==> config.mk <==
export PLATFORM = sky130hd
export DESIGN_NAME = baccarat_sequencer
export DESIGN_NICKNAME = d
export VERILOG_FILES = /design/src/rtl/baccarat_pkg.sv /design/src/rtl/baccarat_sequencer_banker_rule.sv /design/src/rtl/baccarat_sequencer.sv
export SDC_FILE = /design/constraint.sdc
export NUM_CORES = 1
export LEC_CHECK = 0
export CAP_MARGIN = 25
export CORE_MARGIN = 8
export CORE_UTILIZATION = 40
export DETAILED_ROUTE_END_ITERATION = 8
export HOLD_SLACK_MARGIN = 0.08
export PLACE_DENSITY = 0.9
export SLEW_MARGIN = 20
export SYNTH_ARGS = -nofsm -noshare
export SYNTH_HDL_FRONTEND = slang
export SYNTH_SLANG_ARGS = --single-unit
export TNS_END_PERCENT = 20
==> constraint.sdc <==
create_clock -name slow_clock -period 1.75 [get_ports slow_clock]
set_input_delay 0.35 -clock slow_clock [delete_from_list [all_inputs] [get_ports slow_clock]]
set_output_delay 0.35 -clock slow_clock [all_outputs]
set_load 0.01 [all_outputs]
==> src/rtl/baccarat_pkg.sv <==
// -----------------------------------------------------------------------------
// baccarat_pkg
// Shared types and constants for the baccarat hand sequencer.
//   state_t     : sequencer states in dealing / evaluation order
//   NATURAL_MIN : two-card total that ends the hand immediately
//   PLAYER_STAND_MIN : player (and, with two cards, banker) stands at or above
//   BANKER_STAND: banker never draws at this total
//   card_value  : raw rank (0 empty, 1..13) to baccarat point value 0..9
// -----------------------------------------------------------------------------
package baccarat_pkg;

    typedef enum logic [3:0] {
        DEAL_P1,
        DEAL_D1,
        DEAL_P2,
        DEAL_D2,
        EVAL,
        DEAL_P3,
        BANK_EVAL,
        DEAL_D3,
        DONE
    } state_t;

    localparam logic [3:0] NATURAL_MIN      = 4'd8;
    localparam logic [3:0] PLAYER_STAND_MIN = 4'd6;
    localparam logic [3:0] BANKER_STAND     = 4'd7;

    // Tens and face cards count zero.
    function automatic logic [3:0] card_value(input logic [3:0] rank);
        return (rank >= 4'd10) ? 4'd0 : rank;
    endfunction

endpackage

==> src/rtl/baccarat_sequencer_banker_rule.sv <==
// -----------------------------------------------------------------------------
// banker_rule
// Combinational banker third-card decision, used after the player has drawn.
// Ports:
//   dscore  in 4 : banker two-card total (0..7 meaningful here)
//   pvalue  in 4 : point value (0..9) of the player's third card
//   draw    out 1: banker takes a third card
// -----------------------------------------------------------------------------
module banker_rule
    import baccarat_pkg::*;
(
    input  logic [3:0] dscore,
    input  logic [3:0] pvalue,
    output logic       draw
);

    always_comb begin
        draw = 1'b0;
        case (dscore)
            4'd0, 4'd1, 4'd2: draw = 1'b1;
            4'd3:             draw = (pvalue != 4'd8);
            4'd4:             draw = (pvalue >= 4'd2) && (pvalue <= 4'd7);
            4'd5:             draw = (pvalue >= 4'd4) && (pvalue <= 4'd7);
            4'd6:             draw = (pvalue >= 4'd6) && (pvalue <= 4'd7);
            // BANKER_STAND and above: never draws.
            default:          draw = 1'b0;
        endcase
    end

endmodule

==> src/rtl/baccarat_sequencer.sv <==
// -----------------------------------------------------------------------------
// baccarat_sequencer
// Sequences one baccarat hand: issues card-register load strobes in dealing
// order, applies the player and banker third-card rules, shows the result and
// clears the card registers before the next hand.
// Ports:
//   slow_clock        in  : clock, rising edge
//   resetb            in  : asynchronous active-low reset
//   advance           in  : deal-step request
//   pscore, dscore    in 4: player / dealer totals from the score datapath
//   pcard3            in 4: raw rank of player card 3
//   load_pcard1..3    out : player card register load enables (Mealy)
//   load_dcard1..3    out : dealer card register load enables (Mealy)
//   clear_cards       out : clear all card registers (Mealy, from DONE)
//   player_win_light  out : player won or tie (DONE only)
//   dealer_win_light  out : dealer won or tie (DONE only)
//   hand_done         out : hand complete, lights valid
// -----------------------------------------------------------------------------
module baccarat_sequencer
    import baccarat_pkg::*;
(
    input  logic       slow_clock,
    input  logic       resetb,
    input  logic       advance,
    input  logic [3:0] pscore,
    input  logic [3:0] dscore,
    input  logic [3:0] pcard3,
    output logic       load_pcard1,
    output logic       load_pcard2,
    output logic       load_pcard3,
    output logic       load_dcard1,
    output logic       load_dcard2,
    output logic       load_dcard3,
    output logic       clear_cards,
    output logic       player_win_light,
    output logic       dealer_win_light,
    output logic       hand_done
);

    state_t state_q, state_d;
    logic   banker_draw;

    banker_rule u_banker_rule (
        .dscore (dscore),
        .pvalue (card_value(pcard3)),
        .draw   (banker_draw)
    );

    always_ff @(posedge slow_clock or negedge resetb) begin
        if (!resetb) state_q <= DEAL_P1;
        else         state_q <= state_d;
    end

    // Next state and output decode. Strobes are gated by advance so each deal
    // state produces exactly one load on the edge that leaves it.
    always_comb begin
        state_d          = state_q;
        load_pcard1      = 1'b0;
        load_pcard2      = 1'b0;
        load_pcard3      = 1'b0;
        load_dcard1      = 1'b0;
        load_dcard2      = 1'b0;
        load_dcard3      = 1'b0;
        clear_cards      = 1'b0;
        player_win_light = 1'b0;
        dealer_win_light = 1'b0;
        hand_done        = 1'b0;
        case (state_q)
            DEAL_P1: if (advance) begin load_pcard1 = 1'b1; state_d = DEAL_D1; end
            DEAL_D1: if (advance) begin load_dcard1 = 1'b1; state_d = DEAL_P2; end
            DEAL_P2: if (advance) begin load_pcard2 = 1'b1; state_d = DEAL_D2; end
            DEAL_D2: if (advance) begin load_dcard2 = 1'b1; state_d = EVAL;    end
            // Scores reflect the second cards here, one cycle after the load.
            EVAL: begin
                if (pscore >= NATURAL_MIN || dscore >= NATURAL_MIN)
                    state_d = DONE;
                else if (pscore < PLAYER_STAND_MIN)
                    state_d = DEAL_P3;
                else if (dscore < PLAYER_STAND_MIN)
                    state_d = DEAL_D3;
                else
                    state_d = DONE;
            end
            DEAL_P3: if (advance) begin load_pcard3 = 1'b1; state_d = BANK_EVAL; end
            BANK_EVAL: state_d = banker_draw ? DEAL_D3 : DONE;
            DEAL_D3: if (advance) begin load_dcard3 = 1'b1; state_d = DONE; end
            DONE: begin
                hand_done        = 1'b1;
                player_win_light = (pscore >= dscore);
                dealer_win_light = (dscore >= pscore);
                if (advance) begin
                    clear_cards = 1'b1;
                    state_d     = DEAL_P1;
                end
            end
            default: state_d = DEAL_P1;
        endcase
    end

endmodule
==> results of run 1 <==
through the flow:
step | cells | area [um2] | setup WS [ns] | util (%)
floorplan | 69 | 548.0 | 0.03882 | -
global placement | 120 | 907.1 | -0.9212 | 70.59
detailed placement | 120 | 907.1 | -0.9527 | 70.59
CTS | 125 | 949.7 | -0.1833 | 73.90
global route | 125 | 1008 | -0.1712 | 78.48
finish | 125 | 1008 | -0.1215 | 78.48
cells in the final DEF (no fill, tap or decap), types with 2 or more instances in the layout:
cell	synthesis	routed
sky130_fd_sc_hd__or3b_1	3	2
sky130_fd_sc_hd__nand2_1	4	4
sky130_fd_sc_hd__buf_4	0	18
sky130_fd_sc_hd__clkdlybuf4s15_2	0	2
sky130_fd_sc_hd__a211oi_1	2	2
sky130_fd_sc_hd__inv_1	6	4
sky130_fd_sc_hd__nor4_1	2	2
sky130_fd_sc_hd__a211oi_2	2	2
sky130_fd_sc_hd__o21a_1	2	2
sky130_fd_sc_hd__clkdlybuf4s50_1	0	5
sky130_fd_sc_hd__dlygate4sd2_1	0	4
sky130_fd_sc_hd__clkbuf_4	0	3
sky130_fd_sc_hd__ha_4	0	3
sky130_fd_sc_hd__and4_1	2	2
sky130_fd_sc_hd__buf_2	4	8
sky130_fd_sc_hd__dfrtp_1	4	4
sky130_fd_sc_hd__nor2_1	5	5
sky130_fd_sc_hd__o21ai_0	2	2
sky130_fd_sc_hd__nor3_2	0	3
sky130_fd_sc_hd__clkdlybuf4s15_1	0	2
sky130_fd_sc_hd__nand2b_1	4	4
synthesized netlist by cell type, drive strengths merged, types with 2 or more instances:
library cell  instances
and4                  2
nor3b                 2
dfrtp                 4
nor4                  2
nand2                 4
o21a                  2
a211oi                4
ha                    4
nand2b                4
inv                   6
nor2                  5
nor3                  4
or3b                  3
o21ai                 3
buf                   4
final cells by class:
class	count	share of cell area, %
multi-input combinational	55	49.63
clock buffer	3	2.233
tap	15	1.861
timing repair buffer	42	33.87
sequential	4	9.926
inverter	6	2.481
worst max-delay path, delay by kind of cell:
kind	cells	cell delay [ns]
and+or+nand+nor	1	0.12
AOI/OAI and AO/OA	3	0.58
buffers and inverters	3	0.29
adders and majority gates	1	0.19
logic make-up after synthesis:
| family | after synthesis | share of synthesized area (%) |
|---|---|---|
| buffers and inverters | 10 | 7.762 |
| and+or+nand+nor | 33 | 38.36 |
| DFF | 4 | 18.27 |
| adders and majority gates | 4 | 9.133 |
| AOI/OAI and AO/OA | 18 | 26.48 |
where the power goes:
group / switching (W) / internal, W
Sequential: 0.0000352 / 0.000138
Combinational: 0.000363 / 0.000332
Clock: 0.0000429 / 0.0000770
timing repair:
item / 4_1_cts / 5_1_grt
gates resized for setup: 65 / 11
gates cloned: 0 / 0
endpoints found under the hold margin: 0 / 0
endpoints found under the setup margin: 14 / 11
pin swaps: 9 / 8
setup buffers: 2 / 0
worst max path at each step:
stage / endpoint / slack (ns) / cells past startpoint / start
after floorplan: dealer_win_light / 0.04 / 6 / pscore[1]
after global placement: dealer_win_light / -0.92 / 8 / pscore[1]
after detailed placement: dealer_win_light / -0.95 / 8 / pscore[1]
after CTS: dealer_win_light / -0.18 / 8 / pscore[1]
after global routing: dealer_win_light / -0.17 / 8 / pscore[1]
final: dealer_win_light / -0.12 / 8 / pscore[1]
metal layers:
metal / track usage [%] / vias to the layer above / part of all wire (%) / wire length (um)
li1: - / 341 / - / -
met1: 13.85 / 343 / 38 / 743
met2: 26.76 / 31 / 51 / 1018
met3: 5.042 / 6 / 7.3 / 145
met4: 12.50 / 0 / 3.6 / 71
met5: 0 / - / 0 / 0
==> flow_metrics.env, run 1 <==
export IMPL_regToRegEndpoint="state_q[3]$_DFFE_PN0P_"
export IMPL_worst_skew_pair_latency_ns=0.25
export IMPL_routedWlPerCell_um=15.82
export IMPL_slew_violations=0
export IMPL_critPathKind="in2out"
export IMPL_rows=13
export IMPL_cts_buffers=3
export IMPL_synth_area_top_cells="sky130_fd_sc_hd__dfrtp_1, sky130_fd_sc_hd__ha_1, sky130_fd_sc_hd__or3b_1"
export IMPL_clkTransAtPathRegs_ns=0.05
export IMPL_largest_reg_flops=4
export IMPL_finalWorstPathRequiredPeriod_ns=1.872
export IMPL_largest_register="state_q"
export IMPL_netlist_area_um2=548.0
export IMPL_h_tree_depth=1
export IMPL_drt_pass1_iterations=4
export IMPL_hold_fix_buffers_at_cts=0
export IMPL_multi_input_comb_area_um2=500.5
export IMPL_cpMostUsedCell="sky130_fd_sc_hd__o21a_1"
export IMPL_synth_async_sr_flop_share_pct=100.0
export IMPL_clock_skew_ns=0.01495
export IMPL_drc_errors=0
export IMPL_setup_viol=4
export IMPL_pin_count=25
export IMPL_ant_nets=0
export IMPL_synthFlopType="sky130_fd_sc_hd__dfrtp_1"
export IMPL_die_area_um2=2811
export IMPL_setup_worst_path_end_class="primary output"
export IMPL_critical_path_max_fanout=2
export IMPL_placeableCoreArea_um2=1285
export IMPL_nets=131
export IMPL_fin_ws_ns=-0.1215
export IMPL_min_period_over_period_pct=106.9
export IMPL_hold_viol=0
export IMPL_number_of_standard_cells_after_synthesis=69
export IMPL_synth_edf_count=0
export IMPL_share_of_cells_above_drive_strength_1_pct=46.36
export IMPL_count_of_distinct_cell_types_in_the_synthesized_netlist=33
export IMPL_number_of_clock_sinks=4
export IMPL_ys_warn_count=0
export IMPL_drt_initial_violations=15
export IMPL_critPathMaxStageDelay_ns=0.23
export IMPL_layout_top_registers="state_q (4)"
export IMPL_antenna_found_initial=0
export IMPL_number_of_global_route_vias_before_repair=727
export IMPL_synth_area_per_cell_um2=7.942
export IMPL_fillCellCount=86
export IMPL_crit_path_start_kind="input pin"
export IMPL_worstPathCellList="buf_8 > inv_4 > ha_4 > nor2b_4 > o21a_1 > o21a_1 > o31a_1 > buf_2"
export IMPL_grt_remaining_overflow=0
export IMPL_final_setup_tns_ns=-0.2112
export IMPL_routed_wirelength_um=1978
export IMPL_top_achievable_clock_speed_ghz=0.5343
export IMPL_syn_nets=88
export IMPL_initial_core_util_pct=42.65
export IMPL_worstMarginPinSlew_ns=0.3273
export IMPL_slowest_stage="sky130_fd_sc_hd__o31a_1"
export IMPL_synth_top_area_cell="sky130_fd_sc_hd__dfrtp_1"
export IMPL_flow_area_growth_from_synthesis_pct=84.02
export IMPL_run_status="finished, violations left"
export IMPL_die_width_um=53.02
export IMPL_regArea_um2=100.1
export IMPL_power_leakage_nw=0.4625
export IMPL_rsz0062_at_grt="yes"
export IMPL_min_path_type="in2async"
export IMPL_portBuffers=24
export IMPL_diodes=0
export IMPL_yosysTopAreaCellShare_pct=18.26
export IMPL_timing_slew_headroom_pct=77.98
export IMPL_via_per_inst=5.768
export IMPL_grt_first_pass_wirelength_um=3263
export IMPL_critical_path_arrival_ns=1.52
export IMPL_num_vias=721
export IMPL_synth_sequential_area_ratio_pct=18.26
export IMPL_cts_root_to_sink_buffers=2
export IMPL_die_height_um=53.02
export IMPL_root_buffer="sky130_fd_sc_hd__clkbuf_4"
export IMPL_dp_hpwl_um=1461
export IMPL_gp_congestion=0.7321
export IMPL_power_density_nw_per_um2=979.8
export IMPL_total_power_w=0.0009881
export IMPL_violated_checks="setup timing"
export IMPL_max_cap_violations=0
export IMPL_largest_net_degree_at_the_start_of_global_routing=12
export IMPL_ys_ff_latch=4
export IMPL_final_hold_worst_slack_ns=0.3046
export IMPL_grt_use_total_pct=15.25
export IMPL_tritoncts="built"
export IMPL_ff2ff_setup_slack_ns=0.31
export IMPL_reg2regPathDepth=5
export IMPL_reg2reg_from="state_q[3]$_DFFE_PN0P_"
export IMPL_cp_data_required_time_ns=1.40
export IMPL_max_vdd_ir_drop_uv=466.9
(Power assumes the default switching activity.)
==> inputs of run 2 (changes only) <==
Settings changed: CELL_PAD_IN_SITES_DETAIL_PLACEMENT set to 0, CELL_PAD_IN_SITES_GLOBAL_PLACEMENT set to 1, CORE_UTILIZATION 40 to 28.
==> run 2 against run 1 <==
Clock-buffer cell count is the same; sequential share of layout area grew 0.56 points; sequential power is essentially flat; largest power group unchanged; fmax grew 1.0%; setup slack gained 0.019 ns; via count shrank 7.2%; the run still ends with setup timing left; register-to-register slack gained 0.07 ns; global-route usage shrank 4.6 points; core utilization shrank 28 points; sequential cell count is the same.
==> flow_metrics.env, run 2 (synthesized netlist as in run 1, its figures left out) <==
export IMPL_diodes=0
export IMPL_slew_violations=0
export IMPL_min_period_over_period_pct=105.8
export IMPL_preCtsSetupSlack_ns=-0.9543
export IMPL_mostFrequentLayoutCells="sky130_fd_sc_hd__buf_4, sky130_fd_sc_hd__buf_2, sky130_fd_sc_hd__inv_1, sky130_fd_sc_hd__clkdlybuf4s50_1"
export IMPL_cp_data_required_time_ns=1.40
export IMPL_critPathMaxStageDelay_ns=0.24
export IMPL_nets=130
export IMPL_critical_path_arrival_ns=1.50
export IMPL_layout_top_registers="state_q (4)"
export IMPL_number_of_clock_sinks=4
export IMPL_min_path_type="in2async"
export IMPL_rows=16
export IMPL_share_of_cells_above_drive_strength_1_pct=42.20
export IMPL_initial_core_util_pct=28.82
export IMPL_setup_worst_path_end_class="primary output"
export IMPL_crit_path_start_kind="input pin"
export IMPL_largest_net_degree_at_the_start_of_global_routing=12
export IMPL_rsz0062_at_grt="yes"
export IMPL_via_per_inst=4.919
export IMPL_cp_num_buf_inv=2
export IMPL_design_area_um2=954.7
export IMPL_largest_reg_flops=4
export IMPL_largest_register="state_q"
export IMPL_detailed_place_area_um2=922.1
export IMPL_final_common_cell="sky130_fd_sc_hd__buf_4"
export IMPL_critical_path_max_fanout=2
export IMPL_cp_num_cells=7
export IMPL_placed_cells_incl_taps=132
export IMPL_run_status="finished, violations left"
export IMPL_placeableCoreArea_um2=1902
export IMPL_finalWorstPathRequiredPeriod_ns=1.852
export IMPL_portBuffers=24
export IMPL_top_achievable_clock_speed_ghz=0.5399
export IMPL_total_power_w=0.0009110
export IMPL_clock_skew_ns=0.008239
export IMPL_root_buffer="sky130_fd_sc_hd__clkbuf_4"
export IMPL_hold_fix_buffers_at_cts=0
export IMPL_cpLargestDelayFamily="compound AO/OA/AOI/OAI gates"
export IMPL_fillCellCount=202
export IMPL_max_cap_violations=0
export IMPL_grt_first_pass_wirelength_um=2987
export IMPL_clkTransAtPathRegs_ns=0.04
export IMPL_gp_congestion=0.7680
export IMPL_hold_viol=0
export IMPL_setup_viol=2
export IMPL_num_vias=669
export IMPL_timing_slew_headroom_pct=77.17
export IMPL_routed_wirelength_um=1729
export IMPL_grt_remaining_overflow=0
export IMPL_number_of_global_route_vias_before_repair=726
export IMPL_worst_skew_pair_latency_ns=0.24
export IMPL_flow_area_growth_from_synthesis_pct=74.20
export IMPL_drc_errors=0
export IMPL_drt_pass1_iterations=4
export IMPL_power_leakage_nw=0.4584
export IMPL_drt_initial_violations=6
export IMPL_die_height_um=60.24
export IMPL_worstPathCellList="buf_8 > ha_4 > nor2b_4 > o21a_1 > o21a_1 > o31a_1 > buf_2"
export IMPL_dp_hpwl_um=1398
export IMPL_max_vdd_ir_drop_uv=479.1
export IMPL_cts_buffers=3
export IMPL_worstMarginPinSlew_ns=0.3379
export IMPL_reg2regPathDepth=5
export IMPL_ant_nets=0
export IMPL_antenna_found_initial=0
export IMPL_tritoncts="built"
export IMPL_fin_ws_ns=-0.1024
export IMPL_critPathKind="in2out"
export IMPL_cpMostUsedCell="sky130_fd_sc_hd__o21a_1"
export IMPL_routedWlPerCell_um=12.71
export IMPL_grt_use_total_pct=10.66
export IMPL_final_hold_worst_slack_ns=0.3087
export IMPL_post_layout_nonfiller_instances=136
export IMPL_pin_count=25
export IMPL_die_width_um=60.24
export IMPL_violated_checks="setup timing"
export IMPL_power_density_nw_per_um2=954.3
export IMPL_slowest_stage="sky130_fd_sc_hd__o31a_1"
export IMPL_h_tree_depth=1
export IMPL_die_area_um2=3629
export IMPL_cts_root_to_sink_buffers=2
## run 2: cell types whose count changed in the layout (fill, tap and decap cells not counted), sizes merged
cell | previous run | this run
clkbuf | 3 | 6
clkdlybuf4s15 | 4 | 1
buf | 28 | 27
## run 2: area by class of cell
type                    instances  area (um2)  share of cell area, %
clock buffers                   3       22.52                  2.359
well taps                      27       33.78                  3.539
flip-flops and latches          4       100.1                  10.48
repair buffers                 41       321.6                  33.68
inverters                       6       25.02                  2.621
multi-input cells              55       451.7                  47.31
## run 2: through the flow
step	utilization, %	TNS (ns)
after floorplan	-	0
after global placement	48.49	-5.883
after detailed placement	48.49	-6.025
after CTS	49.01	-0.6879
after global routing	50.20	-0.3462
final	50.20	-0.1833
## run 2: worst reg2reg max path, stage by stage (launching register included)
cell                       delay [ns]
sky130_fd_sc_hd__dfrtp_1         0.37
sky130_fd_sc_hd__buf_4           0.18
sky130_fd_sc_hd__nand2b_1        0.21
sky130_fd_sc_hd__a211oi_1        0.24
sky130_fd_sc_hd__a211oi_1        0.09
sky130_fd_sc_hd__a211oi_2        0.19
## run 2: routing by layer
layer  part of all wire (%)  global-route usage, %  wire length [um]  vias to the layer above
met5                      0                      0                 0                        -
met4                    2.3                  7.143                40                        0
met3                    7.8                  2.581               134                        4
met2                     50                  19.36               862                       23
met1                     40                  10.29               692                      302
li1                       -                      -                 -                      340
## run 2: final timing paths
check                                         endpoint                   start  slack, ns
worst min-delay path            state_q[0]$_DFFE_PN0P_                  resetb       0.31
worst max register to register  state_q[1]$_DFFE_PN0P_  state_q[0]$_DFFE_PN0P_       0.38
max in group asynchronous       state_q[2]$_DFFE_PN0P_                  resetb       1.26
min in group slow_clock         state_q[1]$_DFFE_PN0P_  state_q[3]$_DFFE_PN0P_       0.58
worst max-delay path                  dealer_win_light               dscore[1]      -0.10
worst min register to register  state_q[1]$_DFFE_PN0P_  state_q[3]$_DFFE_PN0P_       0.58
## run 2: where the power goes
part           switching, W  leakage [nW]  internal (W)
Sequential        0.0000330        0.0503      0.000138
Combinational      0.000312         0.394      0.000309
Clock             0.0000416        0.0138     0.0000769
## run 2: repair_timing
item	4_1_cts	5_1_grt
buffers inserted	0	1
endpoints found under the setup margin	13	11
pin swaps	9	7
resized for setup	63	10
